File: config.mk
export PLATFORM = sky130hd
export DESIGN_NAME = alu_control_pipe
export DESIGN_NICKNAME = d
export VERILOG_FILES = /design/src/rtl/alu_control_pipe.sv
export SDC_FILE = /design/constraint.sdc
export NUM_CORES = 1
export LEC_CHECK = 0
export ABC_CLOCK_PERIOD_IN_PS = 1000
export CORE_AREA = 2 2 39 41
export CTS_CLUSTER_SIZE = 12
export DETAILED_ROUTE_END_ITERATION = 10
export DIE_AREA = 0 0 41 43
export DONT_BUFFER_PORTS = 1
export PLACE_DENSITY_LB_ADDON = 0.3
export SYNTH_ARGS = -nofsm -noshare
export SYNTH_HDL_FRONTEND = slang
export SYNTH_SLANG_ARGS = --single-unit
File: constraint.sdc
create_clock -name clk -period 1 [get_ports clk]
set_input_delay 0.2 -clock clk [delete_from_list [all_inputs] [get_ports clk]]
set_output_delay 0.2 -clock clk [all_outputs]
set_load 0.02 [all_outputs]
File: src/rtl/alu_control_pipe.sv
// Registered, handshaked ALU-control decoder with multi-cycle mul/div sequencing.
// Define ALU_CTRL_MULDIV_EN to decode mul/div (funct 08/09) as multi-cycle ops held in BUSY.
module alu_control_pipe #(
  parameter int unsigned ALUOP_W    = 3,
  parameter int unsigned FUNCT_W    = 6,
  parameter int unsigned ALUCNT_W   = 4,
  parameter int unsigned MC_LATENCY = 4
) (
  input  logic                clk,
  input  logic                rst_n,
  input  logic                in_valid,
  output logic                in_ready,
  input  logic [ALUOP_W-1:0]  aluop,
  input  logic [FUNCT_W-1:0]  funct,
  output logic                out_valid,
  input  logic                out_ready,
  output logic [ALUCNT_W-1:0] alucnt,
  output logic                illegal,
  output logic                multicycle,
  output logic                busy
);

  typedef enum logic [1:0] {StIdle, StValid, StBusy} state_e;

  state_e              state_q;
  logic                out_valid_q;
  logic [ALUCNT_W-1:0] alucnt_q;
  logic                illegal_q;

  logic [ALUOP_W-1:0]  aluop_hi;
  logic [FUNCT_W-1:0]  funct_hi;
  logic [2:0]          aluop_lo;
  logic [5:0]          funct_lo;
  logic [3:0]          dec_code;
  logic                dec_illegal;
  logic                accept;

`ifdef ALU_CTRL_MULDIV_EN
  localparam int unsigned CntW = (MC_LATENCY > 2) ? $clog2(MC_LATENCY) : 1;

  logic                dec_mc;
  logic [CntW-1:0]     cnt_q;
  logic [3:0]          held_q;
  logic                busy_q;
  logic                multicycle_q;
`endif

  // Bits above the decoded field only need to be checked for zero.
  assign aluop_hi = aluop >> 3;
  assign funct_hi = funct >> 6;
  assign aluop_lo = aluop[2:0];
  assign funct_lo = funct[5:0];

  always_comb begin
    dec_code    = 4'b0000;
    dec_illegal = 1'b0;
`ifdef ALU_CTRL_MULDIV_EN
    dec_mc      = 1'b0;
`endif
    case (aluop_lo)
      3'b000: begin
        case (funct_lo)
          6'h00:   dec_code = 4'b0000;
          6'h01:   dec_code = 4'b0001;
          6'h02:   dec_code = 4'b0101;
          6'h03:   dec_code = 4'b0110;
          6'h04:   dec_code = 4'b0111;
          6'h05:   dec_code = 4'b0011;
          6'h06:   dec_code = 4'b0100;
          6'h07:   dec_code = 4'b0010;
`ifdef ALU_CTRL_MULDIV_EN
          6'h08: begin
            dec_code = 4'b1000;
            dec_mc   = 1'b1;
          end
          6'h09: begin
            dec_code = 4'b1001;
            dec_mc   = 1'b1;
          end
`endif
          default: dec_illegal = 1'b1;
        endcase
      end
      3'b001:  dec_code = 4'b0001;
      3'b010:  dec_code = 4'b0111;
      3'b011:  dec_code = 4'b0000;
      3'b100:  dec_code = 4'b0011;
      default: dec_illegal = 1'b1;
    endcase
    if ((|aluop_hi) || (|funct_hi)) begin
      dec_code    = 4'b0000;
      dec_illegal = 1'b1;
`ifdef ALU_CTRL_MULDIV_EN
      dec_mc      = 1'b0;
`endif
    end
  end

  always_comb begin
    in_ready = 1'b0;
    if (rst_n) begin
      case (state_q)
        StIdle:  in_ready = 1'b1;
        StValid: in_ready = out_ready;
        default: in_ready = 1'b0;
      endcase
    end
  end

  assign accept = in_valid & in_ready;

  // accept can only fire in IDLE or VALID, so loads are handled ahead of the state case.
  always_ff @(posedge clk) begin
    if (!rst_n) begin
      state_q      <= StIdle;
      out_valid_q  <= 1'b0;
      alucnt_q     <= '0;
      illegal_q    <= 1'b0;
`ifdef ALU_CTRL_MULDIV_EN
      cnt_q        <= '0;
      held_q       <= 4'b0000;
      busy_q       <= 1'b0;
      multicycle_q <= 1'b0;
`endif
    end else if (accept) begin
`ifdef ALU_CTRL_MULDIV_EN
      if (dec_mc) begin
        // Loading LATENCY-1 puts out_valid exactly MC_LATENCY edges after the accept.
        state_q     <= StBusy;
        out_valid_q <= 1'b0;
        busy_q      <= 1'b1;
        held_q      <= dec_code;
        cnt_q       <= CntW'(MC_LATENCY - 1);
      end else begin
        state_q      <= StValid;
        out_valid_q  <= 1'b1;
        alucnt_q     <= ALUCNT_W'(dec_code);
        illegal_q    <= dec_illegal;
        multicycle_q <= 1'b0;
      end
`else
      state_q     <= StValid;
      out_valid_q <= 1'b1;
      alucnt_q    <= ALUCNT_W'(dec_code);
      illegal_q   <= dec_illegal;
`endif
    end else begin
      case (state_q)
        StValid: begin
          if (out_ready) begin
            state_q     <= StIdle;
            out_valid_q <= 1'b0;
          end
        end
`ifdef ALU_CTRL_MULDIV_EN
        StBusy: begin
          if (cnt_q == '0) begin
            state_q      <= StValid;
            out_valid_q  <= 1'b1;
            busy_q       <= 1'b0;
            alucnt_q     <= ALUCNT_W'(held_q);
            illegal_q    <= 1'b0;
            multicycle_q <= 1'b1;
          end else begin
            cnt_q <= cnt_q - CntW'(1);
          end
        end
`endif
        default: ;
      endcase
    end
  end

  assign out_valid = out_valid_q;
  assign alucnt    = alucnt_q;
  assign illegal   = illegal_q;

`ifdef ALU_CTRL_MULDIV_EN
  assign busy       = busy_q;
  assign multicycle = multicycle_q;
`else
  assign busy       = 1'b0;
  assign multicycle = 1'b0;
`endif

endmodule

==> impl_metrics.py, run 1 <==
metrics = {
    "grt": {
        "grt_pass1_wl_um": 1100,
        "first_global_vias": 256,
        "antenna_found_initial": 0,
        "grt_usage_pct": 10.3,
        "grt_overflow": 0,
        "grt_start_max_net_pins": 8,
    },
    "floorplanning": {
        "fp.dieW_um": 41,
        "num_rows": 14,
        "core_area_um2": 1380,
        "dieArea_um2": 1760,
        "pin_count": 22,
        "start_util_pct": 25.9,
        "die_h_um": 43,
    },
    "logic_synthesis": {
        "synth_edf_count": 0,
        "synth_common_cells": "dfxtp_1 (5), buf_4 (3), nand2_1 (3), o21ai_0 (3)",
        "ys_types": 28,
        "ys_warn_count": 0,
        "synth_top_area_cell": "dfxtp_1",
        "async_flop_share_pct": 0,
        "synth_flop_cell": "dfxtp_1",
        "synth_area_per_cell_um2": 8.16,
        "synth_top_area_share_pct": 27.9,
        "ys_seq_elements": 5,
        "synthCells": 44,
        "synth.area.top_cells": "dfxtp_1 (28%), buf_4 (6.3%), a22o_1 (4.9%)",
        "syn_area_um2": 359,
        "synth_most_common_cell": "dfxtp_1",
        "ys_seq_area_share_pct": 27.9,
    },
    "cts": {
        "clk_path_buf_depth": 2,
        "cts_max_level": 1,
        "postCtsHoldBufs": 0,
        "cts_buffers": 3,
        "cts_setup_buffers": 0,
        "insertion_delay_ns": 0.24,
        "cts_tree": "yes",
        "cts_root_buffer": "clkbuf_4",
        "clock-sinks": 5,
        "clk_pin_slew_ns": 0.04,
    },
    "route": {
        "wl_per_cell_um": 11.6,
        "vias_per_cell": 4.90,
        "antenna_left": 0,
        "drt-initial-drc-count": 9,
        "wl_um": 730,
        "drt_first_pass_iters": 4,
        "drc_errors": 0,
        "vias": 309,
    },
    "setup_path": {
        "cpPeakStageDelay_ns": 0.34,
        "rr_startpoint": "state_q[0]$_SDFFE_PN0P_",
        "r2r_slack_ns": -0.01,
        "reg2reg_to": "alucnt[1]$_SDFFE_PN0P_",
        "worstPathCellList": "nand2b_4, and2_4",
        "endpoint_kind": "primary output",
        "crit_type": "register to primary output",
        "rr_worst_depth": 4,
        "cpMaxStageDelayCell": "dfxtp_4",
        "cp.arrival_ns": 0.85,
        "start_kind": "register",
        "cp_max_fo": 4,
        "required_ns": 0.80,
        "startpoint": "state_q[0]$_SDFFE_PN0P_",
    },
    "timing": {
        "final_hold_viol_count": 0,
        "clock_skew_ns": 0.000188,
        "post-route-period-util_pct": 105,
        "setup_ws_ns": -0.0459,
        "final.setup.tns_ns": -0.0539,
        "slew_violations": 0,
        "max_freq_ghz": 0.956,
        "grt_setup_unrepaired": "true",
        "holdWs_ns": 0.0826,
        "min_period_ns": 1.05,
        "setup_violations": 2,
    },
    "final_layout": {
        "diodes": 0,
        "syn_to_final_growth_pct": 19.2,
        "final_area_um2": 428,
        "fillers": 157,
        "layout-drive-gt1-share_pct": 23.4,
        "utilization_pct": 30.9,
        "fin_nets": 61,
        "fin_cells": 63,
    },
    "worst_hold_path": {
        "hold_depth": 2,
        "hp-start": "in_valid",
        "min_path_type": "input pin to register",
        "holdPathEnd": "state_q[0]$_SDFFE_PN0P_",
    },
    "run_status": {
        "violations": "negative setup slack",
        "status": "finished with violations",
    },
    "power": {
        "p_leak_uw": 0.000179,
        "p_per_area_nw_per_um2": 1300,
        "ir_worst_vdd_mv": 0.364,
    },
    "placed_design": {
        "placed_area_um2": 399,
        "gp_congestion": 0.734,
        "port_buffers": 0,
        "dp_cells": 59,
        "hpwl_um": 603,
    },
    "run": {
        "cap_viol_max_count": 0,
    },
}
-- critical path, delay by kind of cell, from the launching register on --
family / cells / cell delay (ns)
simple gates: 2 / 0.25
flops: 1 / 0.34
-- cell usage in the layout, fill, tap and decap left out, drive strengths merged, types with 2 or more instances in the layout --
master / netlist / final
clkbuf: 1 / 4
a21boi: 3 / 3
nor2b: 2 / 2
dfxtp: 5 / 5
a22o: 2 / 2
buf: 4 / 2
xor2: 2 / 2
nand2b: 2 / 2
conb: 1 / 3
nand2: 3 / 3
o21ai: 4 / 4
nor3: 2 / 2
inv: 2 / 2
-- kinds of logic after synthesis --
| family | synth area share (%) |
|---|---|
| xor+xnor | 7.32 |
| compound gates | 26.5 |
| mux | 2.79 |
| flops | 27.9 |
| simple gates | 23.3 |
| buf+inv | 11.1 |
| other cells | 1.04 |
-- state kept, by name, summed over array words and instances (netlist names) --
| register | cells |
|---|---|
| alucnt | 3 |
| illegal | 1 |
| state_q | 1 |
-- metal layers --
| metal | wire length [um] | up-vias | part of all wire, % | track usage (%) |
|---|---|---|---|---|
| met2 | 376 | 16 | 52 | 13.1 |
| met5 | 0 | - | 0 | 0 |
| li1 | - | 157 | - | - |
| met1 | 254 | 136 | 35 | 8.68 |
| met3 | 98 | 0 | 13 | 9.95 |
| met4 | 0 | 0 | 0 | 10.0 |
-- worst max path at each step --
stage / end / slack (ns)
after floorplan: alucnt[2]$_SDFFE_PN0P_ / -0.03
after global placement: alucnt[2]$_SDFFE_PN0P_ / -0.05
after detailed placement: alucnt[2]$_SDFFE_PN0P_ / -0.07
after CTS: in_ready / -0.06
after global routing: in_ready / -0.09
final: in_ready / -0.05
-- per-stage QoR --
stage | setup WS (ns) | total power [uW]
2_1_floorplan | -0.0322 | 318
3_3_place_gp | -0.0546 | 317
3_5_place_dp | -0.0729 | 317
5_1_grt | -0.0856 | 595
6_report | -0.0459 | 556
4_1_cts | -0.0630 | 573
-- report_power, final --
group | switching [uW] | internal [uW]
sequential | 11.3 | 209
combinational | 47.2 | 48.0
clock | 89.3 | 151
total | 148 | 408
-- final cells by class --
type | count | area (um2) | share of cell area [%]
tap | 16 | 20.0 | 4.68
inverter | 2 | 7.51 | 1.75
clock buffer | 4 | 26.3 | 6.14
sequential | 5 | 104 | 24.3
multi-input combinational | 34 | 255 | 59.6
timing repair buffer | 2 | 15.0 | 3.51
-- what timing repair did --
action | CTS | global route
pin swaps | 1 | 4
gates resized for setup | 2 | 0
setup endpoints to repair | 1 | 5
No activity file was read; power rests on OpenSTA's default activity.
==> run 2, diff against run 1 <==
- REMOVE_ABC_BUFFERS: default -> 1
- SKIP_LAST_GASP: default -> 1
==> run 2 against run 1 <==
Effect of this change:
- register-to-register slack about the same
- routed wire length increased by 7.7%
- the flow still finishes with violations (negative setup slack)
- largest power group unchanged
- die area unchanged
- fmax increased by 1.4%
- worst setup slack improved by 0.014 ns
- cell count increased by 4.8%
- clock power decreased by 5%
- global-route usage decreased by 1.4 points
==> impl_metrics.py, run 2 (synthesized netlist as in run 1, its figures left out) <==
metrics = {
    "final_layout": {
        "layout-drive-gt1-share_pct": 28.0,
        "layout_commonest_cell": "buf_4",
        "final_cell_mix": "buf_4 (5), dfxtp_1 (4)",
        "largest_register_ffs": 3,
        "fin_nets": 64,
        "register_area_um2": 101,
        "multi_input_area_um2": 249,
        "diodes": 0,
        "fillers": 166,
        "utilization_pct": 31.9,
        "syn_to_final_growth_pct": 23.0,
    },
    "floorplanning": {
        "dieArea_um2": 1760,
        "fp.dieW_um": 41,
        "pin_count": 22,
        "core_area_um2": 1380,
        "num_rows": 14,
        "start_util_pct": 25.9,
        "die_h_um": 43,
    },
    "route": {
        "wl_um": 786,
        "drt_first_pass_iters": 2,
        "drc_errors": 0,
        "drt-initial-drc-count": 2,
        "antenna_left": 0,
        "vias_per_cell": 4.73,
        "wl_per_cell_um": 11.9,
        "vias": 312,
    },
    "power": {
        "p_int_uw": 415,
        "p_per_area_nw_per_um2": 1260,
        "power.share.clock_pct": 41.4,
        "sequentialPowerShare_pct": 39.8,
        "ir_worst_vdd_mv": 0.580,
        "swShare_pct": 25.4,
        "power_frac_comb_pct": 18.8,
        "p_leak_uw": 0.000190,
        "p_switching_uw": 142,
    },
    "cts": {
        "cts_buffers": 3,
        "cts_root_buffer": "clkbuf_4",
        "cts_tree": "yes",
        "postCtsHoldBufs": 0,
        "clk_pin_slew_ns": 0.04,
        "clk_path_buf_depth": 2,
        "clock-sinks": 5,
        "cts_max_level": 1,
        "insertion_delay_ns": 0.24,
    },
    "timing": {
        "grt_setup_unrepaired": "true",
        "max_freq_ghz": 0.969,
        "final_hold_viol_count": 0,
        "setup_ws_ns": -0.0317,
        "slew_violations": 0,
        "clock_skew_ns": 0.00419,
        "setup_violations": 2,
        "post-route-period-util_pct": 103,
        "holdWs_ns": 0.0935,
        "min_period_ns": 1.03,
    },
    "worst_hold_path": {
        "hp-start": "rst_n",
        "min_path_type": "input pin to register",
        "holdPathEnd": "illegal$_SDFFE_PN0P_",
        "hold_depth": 1,
    },
    "setup_path": {
        "cp_max_fo": 4,
        "r2r_slack_ns": 0,
        "cpMaxStageDelayCell": "dfxtp_2",
        "reg2reg_to": "alucnt[1]$_SDFFE_PN0P_",
        "cp.arrival_ns": 0.83,
        "required_ns": 0.80,
        "rr_startpoint": "state_q[0]$_SDFFE_PN0P_",
        "worstPathCellList": "nand2b_4, and2_4",
        "crit_type": "register to primary output",
        "cpPeakStageDelay_ns": 0.33,
        "rr_worst_depth": 4,
        "start_kind": "register",
        "endpoint_kind": "primary output",
    },
    "run_status": {
        "violations": "negative setup slack",
        "status": "finished with violations",
    },
    "grt": {
        "grt_overflow": 0,
        "grt_usage_pct": 8.93,
        "grt_start_max_net_pins": 8,
        "first_global_vias": 260,
        "grt_pass1_wl_um": 993,
        "antenna_found_initial": 0,
    },
    "placed_design": {
        "hpwl_um": 543,
        "gp_congestion": 0.606,
        "port_buffers": 0,
    },
    "run": {
        "cap_viol_max_count": 0,
    },
}
-- run 2: changes by cell type in the layout (fill, tap and decap cells not counted) --
cell,before,now
buf_4,2,5
nor3_2,0,1
nor3_4,1,0
dfxtp_4,1,0
dfxtp_2,0,1
-- run 2: worst max-delay path, delay by kind of cell, from the launching register on --
kind	cells	cell delay [ns]
DFF	1	0.33
and+or+nand+nor	2	0.27
-- run 2: worst max path at each step --
stage                                 start                      to  cells past startpoint
finish              state_q[0]$_SDFFE_PN0P_                in_ready                      2
global route        state_q[0]$_SDFFE_PN0P_                in_ready                      2
CTS                 state_q[0]$_SDFFE_PN0P_                in_ready                      2
detailed placement  state_q[0]$_SDFFE_PN0P_  alucnt[2]$_SDFFE_PN0P_                      4
global placement    state_q[0]$_SDFFE_PN0P_  alucnt[2]$_SDFFE_PN0P_                      4
floorplan           state_q[0]$_SDFFE_PN0P_  alucnt[1]$_SDFFE_PN0P_                      4
-- run 2: stage by stage --
| stage | power (uW) | cells | setup WS [ns] | TNS, ns | area (um2) |
|---|---|---|---|---|---|
| 2_1_floorplan | 294 | 41 | -0.185 | -0.632 | 334 |
| 3_3_place_gp | 311 | 59 | -0.128 | -0.376 | 369 |
| 3_5_place_dp | 311 | 59 | -0.162 | -0.451 | 369 |
| 4_1_cts | 559 | 64 | -0.0159 | -0.0312 | 419 |
| 5_1_grt | 590 | 66 | -0.0691 | -0.182 | 442 |
| 6_report | 557 | 66 | -0.0317 | -0.0337 | 442 |
-- run 2: area by class of cell --
cell class | instances | share of cell area [%]
clock buffers | 4 | 5.95
inverters | 2 | 1.70
multi-input cells | 34 | 56.4
flip-flops and latches | 5 | 22.9
well taps | 16 | 4.53
repair buffers | 5 | 8.50
-- run 2: per-layer routing --
metal  global-route usage (%)  wire (um)  vias up
met3                     7.33         82        0
met4                     4.00          0        0
li1                         -          -      160
met2                     12.5        399       13
met1                     9.29        304      139
met5                        0          0        -
-- run 2: what timing repair did --
action,in CTS,in global routing
pin swaps,4,2
endpoints found under the hold margin,0,0
gates resized for setup,5,1
setup buffers,1,2
endpoints found under the setup margin,5,5
-- run 2: power groups by stage --
stage	logic (uW)	registers [uW]	clock network (uW)
6_report	105	222	230
5_1_grt	114	223	253
4_1_cts	96.5	222	240
3_5_place_dp	87.2	224	0
3_3_place_gp	87.8	223	0
2_1_floorplan	65.0	229	0
==> run 3, diff against run 2 <==
- GPL_ROUTABILITY_DRIVEN: default -> 0
- SKIP_CTS_REPAIR_TIMING: default -> 1
==> run 3 against run 2 <==
Effect of this change:
- the run still ends with negative setup slack left
- final area is 5.1% lower
- fmax grew 2.6%
- first-iteration DRC count grew to 3.0 times the previous value
- register-to-register slack is essentially flat
- highest routed layer unchanged
==> impl_metrics.py, run 3 (synthesized netlist as in run 1, its figures left out) <==
metrics = {
    "final_layout": {
        "fillers": 168,
        "utilization_pct": 30.3,
        "final_area_um2": 419,
        "fin_nets": 62,
        "layout-drive-gt1-share_pct": 25.0,
        "layout_commonest_cell": "dfxtp_1",
        "diodes": 0,
        "largest_register_ffs": 3,
        "syn_to_final_growth_pct": 16.7,
        "fin_cells": 64,
    },
    "timing": {
        "post-route-period-util_pct": 101,
        "final_hold_viol_count": 0,
        "max_freq_ghz": 0.995,
        "clock_skew_ns": 0.00430,
        "slew_violations": 0,
        "setup_violations": 1,
        "setup_ws_ns": -0.00526,
        "grt_setup_unrepaired": "true",
        "min_period_ns": 1.01,
    },
    "cts": {
        "clock-sinks": 5,
        "cts_buffers": 3,
        "cts_tree": "yes",
        "clk_path_buf_depth": 2,
        "cts_max_level": 1,
        "insertion_delay_ns": 0.24,
        "clk_pin_slew_ns": 0.04,
        "cts_root_buffer": "clkbuf_4",
    },
    "power": {
        "p_switching_uw": 141,
        "power.share.clock_pct": 42.2,
        "p_leak_uw": 0.000180,
        "ir_worst_vdd_mv": 0.586,
        "sequentialPowerShare_pct": 40.3,
        "p_int_uw": 409,
        "swShare_pct": 25.6,
        "p_per_area_nw_per_um2": 1310,
        "power_frac_comb_pct": 17.5,
    },
    "grt": {
        "first_global_vias": 237,
        "grt_pass1_wl_um": 848,
        "grt_start_max_net_pins": 8,
        "antenna_found_initial": 0,
        "grt_usage_pct": 7.72,
        "grt_overflow": 0,
    },
    "floorplanning": {
        "num_rows": 14,
        "pin_count": 22,
        "core_area_um2": 1380,
        "fp.dieW_um": 41,
        "start_util_pct": 25.9,
        "dieArea_um2": 1760,
        "die_h_um": 43,
    },
    "setup_path": {
        "rr_startpoint": "state_q[0]$_SDFFE_PN0P_",
        "start_kind": "register",
        "cp.arrival_ns": 0.81,
        "rr_worst_depth": 4,
        "cp_max_fo": 3,
        "reg2reg_to": "alucnt[1]$_SDFFE_PN0P_",
        "crit_type": "register to primary output",
        "required_ns": 0.80,
        "r2r_slack_ns": 0,
        "endpoint_kind": "primary output",
    },
    "placed_design": {
        "port_buffers": 0,
        "hpwl_um": 543,
        "placed_area_um2": 369,
        "dp_cells": 59,
    },
    "run_status": {
        "status": "finished with violations",
        "violations": "negative setup slack",
    },
    "route": {
        "vias": 304,
        "drt_first_pass_iters": 4,
        "wl_per_cell_um": 11.1,
        "drc_errors": 0,
        "drt-initial-drc-count": 6,
        "wl_um": 712,
        "antenna_left": 0,
        "vias_per_cell": 4.75,
    },
    "worst_hold_path": {
        "holdPathEnd": "illegal$_SDFFE_PN0P_",
        "hold_depth": 1,
        "min_path_type": "input pin to register",
        "hp-start": "rst_n",
    },
    "run": {
        "cap_viol_max_count": 0,
    },
}
run 3: cell types whose count changed in the layout (fill, tap and decap cells not counted):
cell and delta:
a21boi_0 -1, a21boi_1 +1, buf_4 -2, nand3_2 +1, nand3_4 -1
run 3: area by class of cell:
class                           instances  area, um2  area share (%)
Multi-Input combinational cell         34        241            57.6
Sequential cell                         5        101            24.2
Clock buffer                            4       26.3            6.27
Timing Repair Buffer                    3       22.5            5.37
Tap cell                               16       20.0            4.78
Inverter                                2       7.51            1.79
run 3: power by group through the flow:
stage          Clock [uW]  Sequential, uW  Combinational, uW
6_report              232             222               96.0
5_1_grt               253             223                105
4_1_cts               240             220               87.8
3_5_place_dp            0             224               87.2
3_3_place_gp            0             223               87.8
2_1_floorplan           0             229               65.0
run 3: metal layers:
layer  track usage [%]  vias to the layer above  share of wire, %
li1                  -                      155                 -
met1              8.33                      133                39
met2              9.69                       16                49
met3              7.33                        0                12
met4              4.00                        0                 0
met5                 0                        -                 0
run 3: worst max-delay path, stage by stage, from the launching register on:
cell      delay [ns]
dfxtp_2         0.33
nand2b_4        0.07
and2_4          0.17
run 3: worst max-delay path by stage:
stage / depth (start not counted) / from / endpoint / slack [ns]
4_1_cts: 4 / state_q[0]$_SDFFE_PN0P_ / alucnt[2]$_SDFFE_PN0P_ / -0.18
6_report: 2 / state_q[0]$_SDFFE_PN0P_ / in_ready / -0.005
3_5_place_dp: 4 / state_q[0]$_SDFFE_PN0P_ / alucnt[2]$_SDFFE_PN0P_ / -0.16
3_3_place_gp: 4 / state_q[0]$_SDFFE_PN0P_ / alucnt[2]$_SDFFE_PN0P_ / -0.13
5_1_grt: 4 / state_q[0]$_SDFFE_PN0P_ / alucnt[1]$_SDFFE_PN0P_ / -0.05
2_1_floorplan: 4 / state_q[0]$_SDFFE_PN0P_ / alucnt[1]$_SDFFE_PN0P_ / -0.18
run 3: per-stage QoR:
stage / hold slack, ns / total power, uW / worst slack [ns] / TNS (ns)
5_1_grt: 0.0848 / 580 / -0.0460 / -0.145
4_1_cts: 0.0854 / 548 / -0.179 / -0.540
3_3_place_gp: 0.346 / 311 / -0.128 / -0.376
6_report: 0.0899 / 550 / -0.00526 / -0.00526
3_5_place_dp: 0.340 / 311 / -0.162 / -0.451
2_1_floorplan: 0.331 / 294 / -0.185 / -0.632
